`src/rtl/avalon_burst_rw_tester.sv`:
```
// Avalon-MM burst memory self-test master: pattern write, pipelined
// burst read-back, per-beat compare, error count and read watchdog.
module avalon_burst_rw_tester #(
    parameter int                ADDR_W     = 26,
    parameter int                DATA_W     = 128,
    parameter int                BURST_LEN  = 4,
    parameter logic [ADDR_W-1:0] START_ADDR = '0,
    parameter logic [ADDR_W-1:0] END_ADDR   = 26'h3ffffff,
    parameter int                MAX_OUTST  = 4,
    parameter int                TIMEOUT    = 4096,
    parameter logic [31:0]       LFSR_SEED  = 32'h3E0F0E32
) (
    input  logic              iCLK,
    input  logic              iRST_n,
    input  logic              iSTART,
    input  logic [1:0]        iMODE,
    input  logic [7:0]        iLOOPS,
    input  logic              insert_error,
    input  logic              avl_waitrequest,
    input  logic              avl_readdatavalid,
    input  logic [DATA_W-1:0] avl_readdata,
    output logic [ADDR_W-1:0] avl_address,
    output logic [DATA_W-1:0] avl_writedata,
    output logic              avl_read,
    output logic              avl_write,
    output logic              avl_burstbegin,
    output logic [6:0]        avl_size,
    output logic              oBUSY,
    output logic              oDONE,
    output logic              oPASS,
    output logic              oFAIL,
    output logic              oTIMEOUT,
    output logic [15:0]       oERR_CNT,
    output logic [ADDR_W-1:0] oFAIL_ADDR,
    output logic [7:0]        oLOOP_CNT
);

    localparam int NW   = DATA_W / 32;
    localparam int BW   = (BURST_LEN > 1) ? $clog2(BURST_LEN) : 1;
    localparam int WD_W = $clog2(TIMEOUT + 1);
    localparam logic [ADDR_W-1:0] LAST_BURST = END_ADDR - ADDR_W'(BURST_LEN - 1);
    localparam logic [ADDR_W-1:0] BSTEP      = ADDR_W'(BURST_LEN);
    localparam logic [BW-1:0]     LAST_BEAT  = BW'(BURST_LEN - 1);

    typedef enum logic [2:0] {
        S_IDLE, S_WRITE, S_READ, S_DRAIN, S_DONE
    } state_t;

    function automatic logic [31:0] lfsr_step(input logic [31:0] l);
        return {l[30:0], l[31] ^ l[21] ^ l[1] ^ l[0]};
    endfunction

    function automatic logic [DATA_W-1:0] pat_word(
        input logic [1:0]        m,
        input logic [ADDR_W-1:0] a,
        input logic [31:0]       l
    );
        logic [31:0] w;
        case (m)
            2'd0:    w = l;
            2'd1:    w = 32'(a);
            2'd2:    w = a[0] ? 32'hAAAAAAAA : 32'h55555555;
            default: w = ~32'(a);
        endcase
        return {NW{w}};
    endfunction

    state_t            state;
    logic              start_q;
    logic [1:0]        mode_q;
    logic [7:0]        loops_q;
    logic              inj_q;
    logic [ADDR_W-1:0] wr_word;
    logic [BW-1:0]     beat;
    logic [31:0]       lfsr_wr;
    logic [31:0]       lfsr_rd;
    logic [3:0]        outst;
    logic [ADDR_W-1:0] ret_addr;
    logic [BW-1:0]     ret_beat;
    logic [WD_W-1:0]   wd;

    logic              start_edge;
    logic              wr_acc;
    logic              rd_acc;
    logic              rdv_ok;
    logic              rd_last;
    logic [3:0]        outst_nx;
    logic              issue;
    logic              mismatch;
    logic              wd_fire;
    logic [7:0]        next_loop;
    logic              enter_wr;
    logic [1:0]        init_mode;
    logic              init_inj;
    logic [31:0]       init_seed;
    logic [DATA_W-1:0] init_data;
    logic [DATA_W-1:0] nxt_data;

    assign avl_size   = 7'(BURST_LEN);
    assign start_edge = iSTART & ~start_q & ((state == S_IDLE) | (state == S_DONE));
    assign wr_acc     = avl_write & ~avl_waitrequest;
    assign rd_acc     = avl_read & ~avl_waitrequest;
    assign rdv_ok     = avl_readdatavalid & (outst != 4'd0);
    assign rd_last    = rdv_ok & (ret_beat == LAST_BEAT);
    assign outst_nx   = outst + {3'b0, rd_acc} - {3'b0, rd_last};
    assign issue      = outst_nx < 4'(MAX_OUTST);
    assign wd_fire    = (outst != 4'd0) & ~avl_readdatavalid & (wd == WD_W'(TIMEOUT - 1));
    assign next_loop  = oLOOP_CNT + 8'd1;

    // Stray beats with nothing outstanding count as errors while a test runs.
    assign mismatch = oBUSY & avl_readdatavalid &
                      (~rdv_ok | (avl_readdata != pat_word(mode_q, ret_addr, lfsr_rd)));

    assign enter_wr  = start_edge |
                       ((state == S_DRAIN) & (outst == 4'd0) & (next_loop != loops_q));
    assign init_mode = start_edge ? iMODE : mode_q;
    assign init_inj  = start_edge ? insert_error : inj_q;
    assign init_seed = LFSR_SEED ^ (start_edge ? 32'd0 : 32'(next_loop));
    assign init_data = pat_word(init_mode, START_ADDR, init_seed) ^ DATA_W'(init_inj);
    assign nxt_data  = pat_word(mode_q, wr_word + ADDR_W'(1), lfsr_step(lfsr_wr));

    always_ff @(posedge iCLK or negedge iRST_n) begin
        if (!iRST_n) begin
            state          <= S_IDLE;
            start_q        <= 1'b0;
            mode_q         <= '0;
            loops_q        <= '0;
            inj_q          <= 1'b0;
            wr_word        <= '0;
            beat           <= '0;
            lfsr_wr        <= '0;
            lfsr_rd        <= '0;
            outst          <= '0;
            ret_addr       <= '0;
            ret_beat       <= '0;
            wd             <= '0;
            avl_address    <= '0;
            avl_writedata  <= '0;
            avl_read       <= 1'b0;
            avl_write      <= 1'b0;
            avl_burstbegin <= 1'b0;
            oBUSY          <= 1'b0;
            oDONE          <= 1'b0;
            oPASS          <= 1'b0;
            oFAIL          <= 1'b0;
            oTIMEOUT       <= 1'b0;
            oERR_CNT       <= '0;
            oFAIL_ADDR     <= '0;
            oLOOP_CNT      <= '0;
        end else begin
            start_q <= iSTART;
            outst   <= outst_nx;
            if (rdv_ok) begin
                ret_addr <= ret_addr + ADDR_W'(1);
                ret_beat <= rd_last ? '0 : ret_beat + BW'(1);
                lfsr_rd  <= lfsr_step(lfsr_rd);
            end
            if (mismatch) begin
                if (oERR_CNT != 16'hFFFF) oERR_CNT <= oERR_CNT + 16'd1;
                if (oERR_CNT == 16'd0) oFAIL_ADDR <= ret_addr;
                oFAIL <= 1'b1;
            end
            if (avl_readdatavalid) wd <= '0;
            else if (outst != 4'd0) wd <= wd + WD_W'(1);

            if (wd_fire) begin
                state          <= S_DONE;
                oTIMEOUT       <= 1'b1;
                oFAIL          <= 1'b1;
                oDONE          <= 1'b1;
                oBUSY          <= 1'b0;
                oPASS          <= 1'b0;
                avl_read       <= 1'b0;
                avl_write      <= 1'b0;
                avl_burstbegin <= 1'b0;
                outst          <= '0;
                wd             <= '0;
            end else if (enter_wr) begin
                state          <= S_WRITE;
                avl_write      <= 1'b1;
                avl_burstbegin <= 1'b1;
                avl_address    <= START_ADDR;
                wr_word        <= START_ADDR;
                beat           <= '0;
                lfsr_wr        <= init_seed;
                avl_writedata  <= init_data;
                if (start_edge) begin
                    mode_q     <= iMODE;
                    loops_q    <= (iLOOPS == 8'd0) ? 8'd1 : iLOOPS;
                    inj_q      <= insert_error;
                    oBUSY      <= 1'b1;
                    oDONE      <= 1'b0;
                    oPASS      <= 1'b0;
                    oFAIL      <= 1'b0;
                    oTIMEOUT   <= 1'b0;
                    oERR_CNT   <= '0;
                    oFAIL_ADDR <= '0;
                    oLOOP_CNT  <= '0;
                    outst      <= '0;
                    wd         <= '0;
                end else begin
                    oLOOP_CNT <= next_loop;
                end
            end else begin
                case (state)
                    S_WRITE: if (wr_acc) begin
                        lfsr_wr       <= lfsr_step(lfsr_wr);
                        wr_word       <= wr_word + ADDR_W'(1);
                        avl_writedata <= nxt_data;
                        if (beat == LAST_BEAT) begin
                            beat           <= '0;
                            avl_burstbegin <= 1'b1;
                            if (avl_address == LAST_BURST) begin
                                state       <= S_READ;
                                avl_write   <= 1'b0;
                                avl_read    <= 1'b1;
                                avl_address <= START_ADDR;
                                lfsr_rd     <= LFSR_SEED ^ 32'(oLOOP_CNT);
                                ret_addr    <= START_ADDR;
                                ret_beat    <= '0;
                            end else begin
                                avl_address <= avl_address + BSTEP;
                            end
                        end else begin
                            beat           <= beat + BW'(1);
                            avl_burstbegin <= 1'b0;
                        end
                    end
                    S_READ: begin
                        if (rd_acc && avl_address == LAST_BURST) begin
                            state          <= S_DRAIN;
                            avl_read       <= 1'b0;
                            avl_burstbegin <= 1'b0;
                        end else begin
                            if (rd_acc) avl_address <= avl_address + BSTEP;
                            avl_read       <= issue;
                            avl_burstbegin <= issue;
                        end
                    end
                    S_DRAIN: if (outst == 4'd0) begin
                        oLOOP_CNT <= next_loop;
                        state     <= S_DONE;
                        oDONE     <= 1'b1;
                        oBUSY     <= 1'b0;
                        oPASS     <= ~(oFAIL | mismatch);
                    end
                    default: ;
                endcase
            end
        end
    end

endmodule

```
`config.mk`:
```
export PLATFORM = sky130hd
export DESIGN_NAME = avalon_burst_rw_tester
export DESIGN_NICKNAME = d
export VERILOG_FILES = /design/src/rtl/avalon_burst_rw_tester.sv
export SDC_FILE = /design/constraint.sdc
export NUM_CORES = 1
export LEC_CHECK = 0
export ABC_AREA = 0
export CORE_AREA = 4 4 227 229
export CTS_CLUSTER_SIZE = 20
export DETAILED_ROUTE_END_ITERATION = 10
export DIE_AREA = 0 0 231 233
export GPL_TIMING_DRIVEN = 0
export PLACE_DENSITY_LB_ADDON = 0.12
export SYNTH_ARGS = -nofsm -noshare
export SYNTH_HDL_FRONTEND = slang
export SYNTH_SLANG_ARGS = --single-unit
```
`constraint.sdc`:
```
create_clock -name iCLK -period 8.1 [get_ports iCLK]
set_input_delay 1.62 -clock iCLK [delete_from_list [all_inputs] [get_ports iCLK]]
set_output_delay 1.62 -clock iCLK [all_outputs]
set_load 0.005 [all_outputs]
```
# Yosys cells after proc, flatten, opt, wreduce, memory -nomap -nowiden
# Index checks and enable logic that the tools add are counted.
word_totals:
  regBits: 364
  inputBits: 144
  out_inout_bits: 219
op_classes:
  bitwise: 33
  mux: 119
  magnitude_cmp: 1
  n_reduce_logical: 35
  addsub: 10
  n_eq_ne: 29
ops:
  columns: ["op", "count"]
  rows:
  - ["26-bit 2-to-1 mux", 21]
  - ["128-bit 2-to-1 mux", 3]
  - ["32-bit 2-to-1 mux", 12]
  - ["32-bit one-hot mux with 3 select lines", 3]
  - ["128-bit != test", 1]
  - ["128-bit by 1-bit bitwise XOR with 128-bit output", 1]
  - ["16-bit 2-to-1 mux", 5]
  - ["13-bit 2-to-1 mux", 5]
  - ["26-bit NOT with 32-bit output", 2]
  - ["26-bit by 1-bit adder with 26-bit output (second input constant)", 2]
  - ["26-bit one-hot mux with 2 select lines", 1]
  - ["8-bit 2-to-1 mux", 6]
  - ["1-bit 2-to-1 mux", 37]
  - ["3-bit NOT with 15-bit output", 2]
  - ["26-bit by 3-bit adder with 26-bit output (second input constant)", 1]
  - ["26-bit equality test (second input constant)", 1]
  - ["2-bit 2-to-1 mux", 13]
  - ["3-bit != test (second input constant)", 8]
  - ["3-bit nonzero test", 8]
  - ["3-bit 2-to-1 mux", 7]
  - ["16-bit by 1-bit adder with 16-bit output (second input constant)", 1]
  - ["16-bit logical NOT", 1]
  - ["16-bit != test (second input constant)", 1]
  - ["4-bit != test (second input constant)", 4]
  - ["35 further kinds", 81]

# Logic depth before layout (Yosys ltp)
# Gate-level depths: netlist of the first run.
logic_depth:
  depth_word: 11
  mapped_depth: 17

# Worst setup path after synthesis of the first run
# OpenSTA, ideal clock, no wires.
synth_path:
  path_kind: "in2reg"
  from: "input avl_readdata[113]"
  to: "register oERR_CNT[2]"
  arrival_time_ns: 4.467
  setup_ns: 0.136
  setup_slack_ns: 3.497
  stages: 10
  cell_sequence: "nor3b_1 -> or4_1 -> a211o_1 -> or4_1 -> or4_1 -> or4_4 -> buf_2 -> clkbuf_1 -> nand4_1 -> a21oi_1"
synth_via:
  elab_chain_cells: 7
synth_lines:
  columns: ["element", "line", "rtl"]
  rows:
  - ["start, declared", "21", "input logic [DATA_W-1:0] avl_readdata,"]
  - ["128-bit != test *", "112", "(~rdv_ok | (avl_readdata != pat_word(mode_q, ret_addr, lfsr_rd)));"]
  - ["1-bit bitwise OR *", "112", null]
  - ["1-bit bitwise AND *", "111", "assign mismatch = oBUSY & avl_readdatavalid &"]
  - ["16-bit 2-to-1 mux *", "158", "if (mismatch) begin"]
  - ["16-bit 2-to-1 mux", "187", "if (start_edge) begin"]
  - ["16-bit 2-to-1 mux", "178", "end else if (enter_wr) begin"]
  - ["16-bit 2-to-1 mux *", "166", "if (wd_fire) begin"]
  - ["end signal, assigned", "159", "if (oERR_CNT != 16'hFFFF) oERR_CNT <= oERR_CNT + 16'd1;"]
  - ["end, declared", "33", "output logic [15:0] oERR_CNT,"]
# Every way passes the cells marked *; elsewhere a longest branch is shown, timed or not.
# A chain may end at the register's enable or synchronous reset.

# Final worst setup path of the first run
layout_path:
  from: "input iSTART"
  to: "register avl_writedata[115]"
layout_via:
  elab_chain_cells: 7
  elab_cells_between_ends: 13
layout_lines:
  columns: ["element", "line", "rtl"]
  rows:
  - ["start, declared", "15", "input logic iSTART,"]
  - ["1-bit bitwise AND * (2 in series)", "100", "assign start_edge = iSTART & ~start_q & ((state == S_IDLE) | (state == S_DONE));"]
  - ["2-bit 2-to-1 mux", null, null]
  - ["2-bit equality test (tied with other cells)", "59", "case (m)"]
  - ["32-bit one-hot mux with 3 select lines", "59", null]
  - ["128-bit by 1-bit bitwise XOR with 128-bit output", "119", "assign init_data = pat_word(init_mode, START_ADDR, init_seed) ^ DATA_W'(init_inj);"]
  - ["128-bit 2-to-1 mux", "178", null]
  - ["end signal, assigned", "186", "avl_writedata <= init_data;"]
  - ["end signal, assigned", "209", "avl_writedata <= nxt_data;"]
  - ["end, declared", "23", "output logic [DATA_W-1:0] avl_writedata,"]
# Marked as above.

==> results of run 1 <==
path summary, 6_finish.rpt:
path	startpoint	endpoint	slack, ns	depth (start not counted)
max in group asynchronous	iRST_n	lfsr_rd[27]	5.67	3
hold reg to reg	oTIMEOUT	oTIMEOUT	0.48	2
setup reg to reg	ret_addr[0]	oERR_CNT[2]	3.20	14
hold / removal	oTIMEOUT	oTIMEOUT	0.48	2
setup / recovery	iSTART	avl_writedata[115]	2.52	10
min in group asynchronous	iRST_n	oFAIL_ADDR[8]	1.05	1
cell type report:
cell class	count	area, sq um	share of cell area
clock inverter	15	312.8	0.01368
buffer	221	1303	0.05698
tap	672	840.8	0.03678
antenna	3	7.507	0.0003284
sequential	267	6681	0.2923
inverter	36	135.1	0.005911
clock buffer	42	887.1	0.03881
timing repair buffer	355	3593	0.1572
multi-input combinational	1520	9099	0.3980
flip-flops by register name (all words and copies together), names as in the netlist, 2 cells and up:
signal	cells
lfsr_rd	32
wd	13
loops_q	8
avl_address	24
ret_beat	2
ret_addr	26
mode_q	2
oLOOP_CNT	8
wr_word	26
beat	2
outst	4
lfsr_wr	32
avl_writedata	33
oFAIL_ADDR	26
state	3
oERR_CNT	16
cell families after synthesis:
| family | count (synthesis) | synth area share |
|---|---|---|
| other | 2 | 0.0004370 |
| and+or+nand+nor | 858 | 0.2327 |
| AOI/OAI and AO/OA | 404 | 0.1478 |
| xor gates and xnor gates | 128 | 0.07019 |
| DFF | 267 | 0.3888 |
| buffers and inverters | 257 | 0.08365 |
| muxes | 102 | 0.06218 |
| adders and majority gates | 19 | 0.01427 |
placed cells by master (no fill, tap or decap), types with 75 or more instances in the layout:
cell type / n
a21oi_1: 117
nor2_1: 203
nand3_1: 95
dfrtp_1: 267
o21ai_0: 111
buf_4: 107
clkbuf_1: 81
clkdlybuf4s50_1: 352
nand2_1: 321
mux2i_1: 75
worst max-delay path, delay by kind of cell:
kind,cells,cell delay (ns)
simple gates,5,2.28
buf+inv,4,2.01
compound gates,1,0.10
metal layers:
layer | track usage | vias up | wire length [um]
met1 | 0.3009 | 7997 | 27370
li1 | - | 7840 | -
met2 | 0.3864 | 602 | 30650
met4 | 0.08119 | 0 | 2532
met5 | 0 | - | 0
met3 | 0.03195 | 134 | 3598
stage by stage:
stage / setup slack, ns / setup TNS (ns)
5_1_grt: 2.324 / 0
6_report: 2.523 / 0
4_1_cts: 2.578 / 0
3_5_place_dp: 2.022 / 0
3_3_place_gp: -6.566 / -1740.15
2_1_floorplan: 3.497 / 0
report_power, final:
part           switching [mW]  total [mW]  internal, mW
sequential              0.411        2.07          1.66
clock                   0.577        1.63          1.05
combinational            2.12        4.11          1.99
==> impl_metrics.tcl, run 1 <==
set metrics [dict create \
    status "completed" \
    cp.required_ns 8.56 \
    synth_seq_cells 267 \
    total_leakage_power_nw 9.701 \
    synthCells 2037 \
    cts_resized 0 \
    synth.largest_area_cell "dfrtp_1" \
    via_count 16570 \
    post-cts-setup-buffers 0 \
    drtIter0Drc 1195 \
    fp.dieH_um 233 \
    start_util 0.3461 \
    first_global_vias 16390 \
    worst_pin_slew_ns 1.213 \
    cap_violations 0 \
    path_max_fanout 10 \
    grt_max_degree 94 \
    avgSynthCellArea_sq_um 8.437 \
    synth.most_common_cell "nand2_1" \
    antenna_found_initial 2 \
    ys_types 80 \
    post-place-cells 3071 \
    synth.area.top_cells "dfrtp_1 (39%), nand2_1 (7.0%), buf_4 (4.7%)" \
    worstSetupPathType "input pin to register" \
    cts.reportedPaths.clkPinSlew_ns 0.06 \
    postLayoutCoreUtil 0.4603 \
    drt-wirelength-per-cell_um 20.49 \
    gp_congestion 0.9589 \
    crit_path_max_incr_delay_ns 0.99 \
    slowest_stage "nor4b_1" \
    dr.pass1.iters 5 \
    core_sq_um 49660 \
    design_area_sq_um 22860 \
    cts_buffer_depth 3 \
    ys.warnings.count 0 \
    synth_top_area_share 0.3888 \
    max_freq_mhz 179.3 \
    setup_violations 0 \
    grt_pass1_wl_um 97880 \
    hold_ws_ns 0.4791 \
    drc 0 \
    clock_latency_ns 0.57 \
    seq_area_frac_synth 0.3888 \
    drive_gt1_frac 0.09650 \
    synth_ff_type "dfrtp_1" \
    worst_path_most_repeated_cell "clkbuf_1" \
    post-route-period-util 0.6885 \
    min_path_type "register to register" \
    synth_area_sq_um 17190 \
    synth_common_cells "nand2_1 (321), dfrtp_1 (267), nor2_1 (203)" \
    start_kind "input pin" \
    dpl_cell_area_sq_um 21650 \
    crit_arrival_ns 6.04 \
    vdd_ir_drop_max_mv 0.1715 \
    hold_viol_final 0 \
    power_mw 7.808 \
    instances_no_fill 3131 \
    cts.sinks 267 \
    nFillCells 4918 \
    period_minus_slack_ns 5.577 \
    area_growth_pct 33.02 \
    synthArstFlopShare 1.000 \
    crit_chain "clkdlybuf4s50_1 > nor4b_1 > nor2_1 > and3_1 > clkbuf_1 > nor3_1 > clkbuf_1 > buf_1 > nand2_1 > o21ai_0" \
    wl_um 64160 \
    power-per-cell-area_nw_per_um2 341.5 \
    ios 363 \
    cts-htree-levels 1 \
    grt_usage 0.2288 \
    gr-total-overflow 0 \
    dieArea_sq_um 53820 \
    rsz0062_at_grt "false" \
    port_buffers 353 \
    synth_edf_count 0 \
    slew_headroom 0.1798 \
    vias_per_cell 5.293 \
    rows 82 \
    cts_tree "yes" \
    ant_nets 0 \
    slew_viol_final 0 \
    cp-end-kind "register" \
    cts_hold_buf 0 \
    fin_nets 2595 \
    root_buffer "clkbuf_16" \
    die_x_um 231 \
    numCtsBuffers 31 \
    clock_skew_ns 0.02366 \
    dp_hpwl_um 49520 \
]
(Power assumes the default switching activity.)
==> run 2, diff against run 1 <==
==> constraint.sdc (replaced) <==
create_clock -name iCLK -period 5.55 [get_ports iCLK]
set_input_delay 1.11 -clock iCLK [delete_from_list [all_inputs] [get_ports iCLK]]
set_output_delay 1.11 -clock iCLK [all_outputs]
set_load 0.005 [all_outputs]
==> results of run 2 <==
Same layout as run 1 (identical final DEF). Status: completed.
Main changes from that run: setup slack after placement 2.022 ns -> -0.01788 ns; setup slack after layout 2.523 ns -> 0.4832 ns; register-to-register setup slack 3.20 ns -> 0.65 ns; total power 7.808 mW -> 11.39 mW; worst IR drop on VDD 0.1715 mV -> 0.2502 mV
==> run 3, diff against run 2 <==
--- a/config.mk
+++ b/config.mk
@@ -6,10 +6,10 @@
 export NUM_CORES = 1
 export LEC_CHECK = 0
 export ABC_AREA = 0
-export CORE_AREA = 4 4 227 229
+export CORE_AREA = 4 4 270 193
 export CTS_CLUSTER_SIZE = 20
 export DETAILED_ROUTE_END_ITERATION = 10
-export DIE_AREA = 0 0 231 233
+export DIE_AREA = 0 0 274 197
 export GPL_TIMING_DRIVEN = 0
 export PLACE_DENSITY_LB_ADDON = 0.12
 export SYNTH_ARGS = -nofsm -noshare
==> run 3 against run 2 <==
  * Non-clock buffer count is the same
  * Die area grew 0.29%
  * Via count grew 0.89%
  * Total power shrank 2.6%
  * Global-route usage grew 0.53 points
  * Cell area shrank 0.85%
  * Register-to-register slack lost 0.27 ns
  * Clock skew grew 0.0019 ns
==> impl_metrics.tcl, run 3 (synthesized netlist as in run 1, its figures left out) <==
set metrics [dict create \
    slew_headroom 0.2281 \
    core_sq_um 49090 \
    path_max_fanout 10 \
    antenna_found_initial 1 \
    clock_latency_ns 0.57 \
    status "completed" \
    start_util 0.3501 \
    slew_viol_final 0 \
    post-place-ws_ns 0.1550 \
    drt-wirelength-per-cell_um 20.95 \
    cts_resized 0 \
    gr-total-overflow 0 \
    layout_setup_ws_ns 0.3793 \
    timing.rr.start "ret_addr[0]" \
    cts-htree-levels 1 \
    clock_skew_ns 0.02553 \
    post-place-cells 3065 \
    largest-register "avl_writedata" \
    cts_hold_buf 0 \
    fin_nets 2593 \
    rrSetupSlack_ns 0.38 \
    start_kind "register" \
    largest_reg_flops 33 \
    cp.required_ns 5.96 \
    setup_violations 0 \
    cts.reportedPaths.clkPinSlew_ns 0.06 \
    cp-startpoint "ret_addr[0]" \
    via_count 16720 \
    cts.sinks 267 \
    numCtsBuffers 29 \
    total_leakage_power_nw 9.620 \
    dp_hpwl_um 50530 \
    power-per-cell-area_nw_per_um2 489.8 \
    vdd_ir_drop_max_mv 0.2850 \
    worstSetupPathType "register to register" \
    biggestRegsByFlops "avl_writedata: 33 flops, lfsr_rd: 32 flops, lfsr_wr: 32 flops" \
    min_path_type "input pin to async pin" \
    final_common_cell "clkdlybuf4s50_1" \
    area_growth_pct 31.89 \
    first_global_vias 16540 \
    grt_max_degree 97 \
    period_minus_slack_ns 5.171 \
    crit_arrival_ns 5.58 \
    gp_congestion 0.9669 \
    drc 0 \
    diodes 0 \
    cts_tree "yes" \
    cp-end-kind "register" \
    dieArea_sq_um 53980 \
    max_freq_mhz 193.4 \
    rows 68 \
    hold_viol_final 0 \
    ios 363 \
    grt_usage 0.2341 \
    worst_pin_slew_ns 1.149 \
    design_area_sq_um 22670 \
    drtIter0Drc 1653 \
    port_buffers 353 \
    vias_per_cell 5.366 \
    die_x_um 274 \
    instances_no_fill 3116 \
    nFillCells 4768 \
    post-cts-setup-buffers 0 \
    root_buffer "clkbuf_16" \
    post-route-period-util 0.9317 \
    rsz0062_at_grt "false" \
    dr.pass1.iters 5 \
    wl_um 65290 \
    cts_buffer_depth 3 \
    drive_gt1_frac 0.09588 \
    grt_pass1_wl_um 99750 \
    final_cell_mix "clkdlybuf4s50_1 (352), nand2_1 (321), dfrtp_1 (267)" \
    cap_violations 0 \
    ant_nets 0 \
    fp.dieH_um 197 \
    dpl_cell_area_sq_um 21670 \
]
run 3: cell count changes in the layout (fill, tap and decap cells not counted), sizes merged:
cell and delta:
bufinv -7, diode -3, clkinv +2
run 3: final timing paths:
kind                                      to  cells after the start
min                           oFAIL_ADDR[21]                      1
max                              oERR_CNT[2]                     14
max in group asynchronous  avl_writedata[95]                      3
min in group iCLK                   oTIMEOUT                      2
max reg2reg                      oERR_CNT[2]                     14
min reg2reg                         oTIMEOUT                      2
run 3: layout make-up:
type	count	area (sq um)	area share
clock buffer	42	874.6	0.03859
tap	665	832.0	0.03671
inverter	36	135.1	0.005962
buffer	220	1299	0.05730
clock inverter	10	120.1	0.005299
sequential	267	6681	0.2948
multi-input combinational	1520	9102	0.4016
timing repair buffer	356	3621	0.1598
run 3: per-layer routing:
| layer | track usage | wire length [um] | vias to the layer above |
|---|---|---|---|
| li1 | - | - | 7817 |
| met4 | 0.05315 | 1525 | 0 |
| met1 | 0.3390 | 29900 | 8162 |
| met5 | 0 | 0 | - |
| met2 | 0.3683 | 29470 | 655 |
| met3 | 0.03882 | 4399 | 86 |
run 3: per-stage QoR:
stage                     hold WS, ns  setup TNS (ns)  power, mW  utilization
after floorplan                0.4450               0      6.237            -
after global placement         0.4649        -2272.19      8.986       0.4395
after detailed placement       0.4669               0      9.037       0.4414
after CTS                      0.3909               0      11.12       0.4617
after global routing           0.4010               0      11.79       0.4617
final                          0.4025               0      11.10       0.4617
run 3: power breakdown:
group / total, mW / switching, mW / internal [mW]
Combinational: 6.08 / 3.18 / 2.90
Sequential: 2.99 / 0.573 / 2.42
Clock: 2.02 / 0.838 / 1.19
Total: 11.1 / 4.59 / 6.51
run 3: critical path, stage by stage (launching register included):
cell,delay (ns)
dfrtp_1,0.41
buf_2,0.27
clkbuf_1,0.48
clkbuf_1,0.60
mux2i_1,0.15
mux2i_1,0.37
mux2i_2,0.47
o2111ai_1,0.23
a2111oi_0,0.50
o2111ai_1,0.21
or4_4,0.59
buf_2,0.23
clkbuf_1,0.26
nand4_1,0.17
a21oi_1,0.07
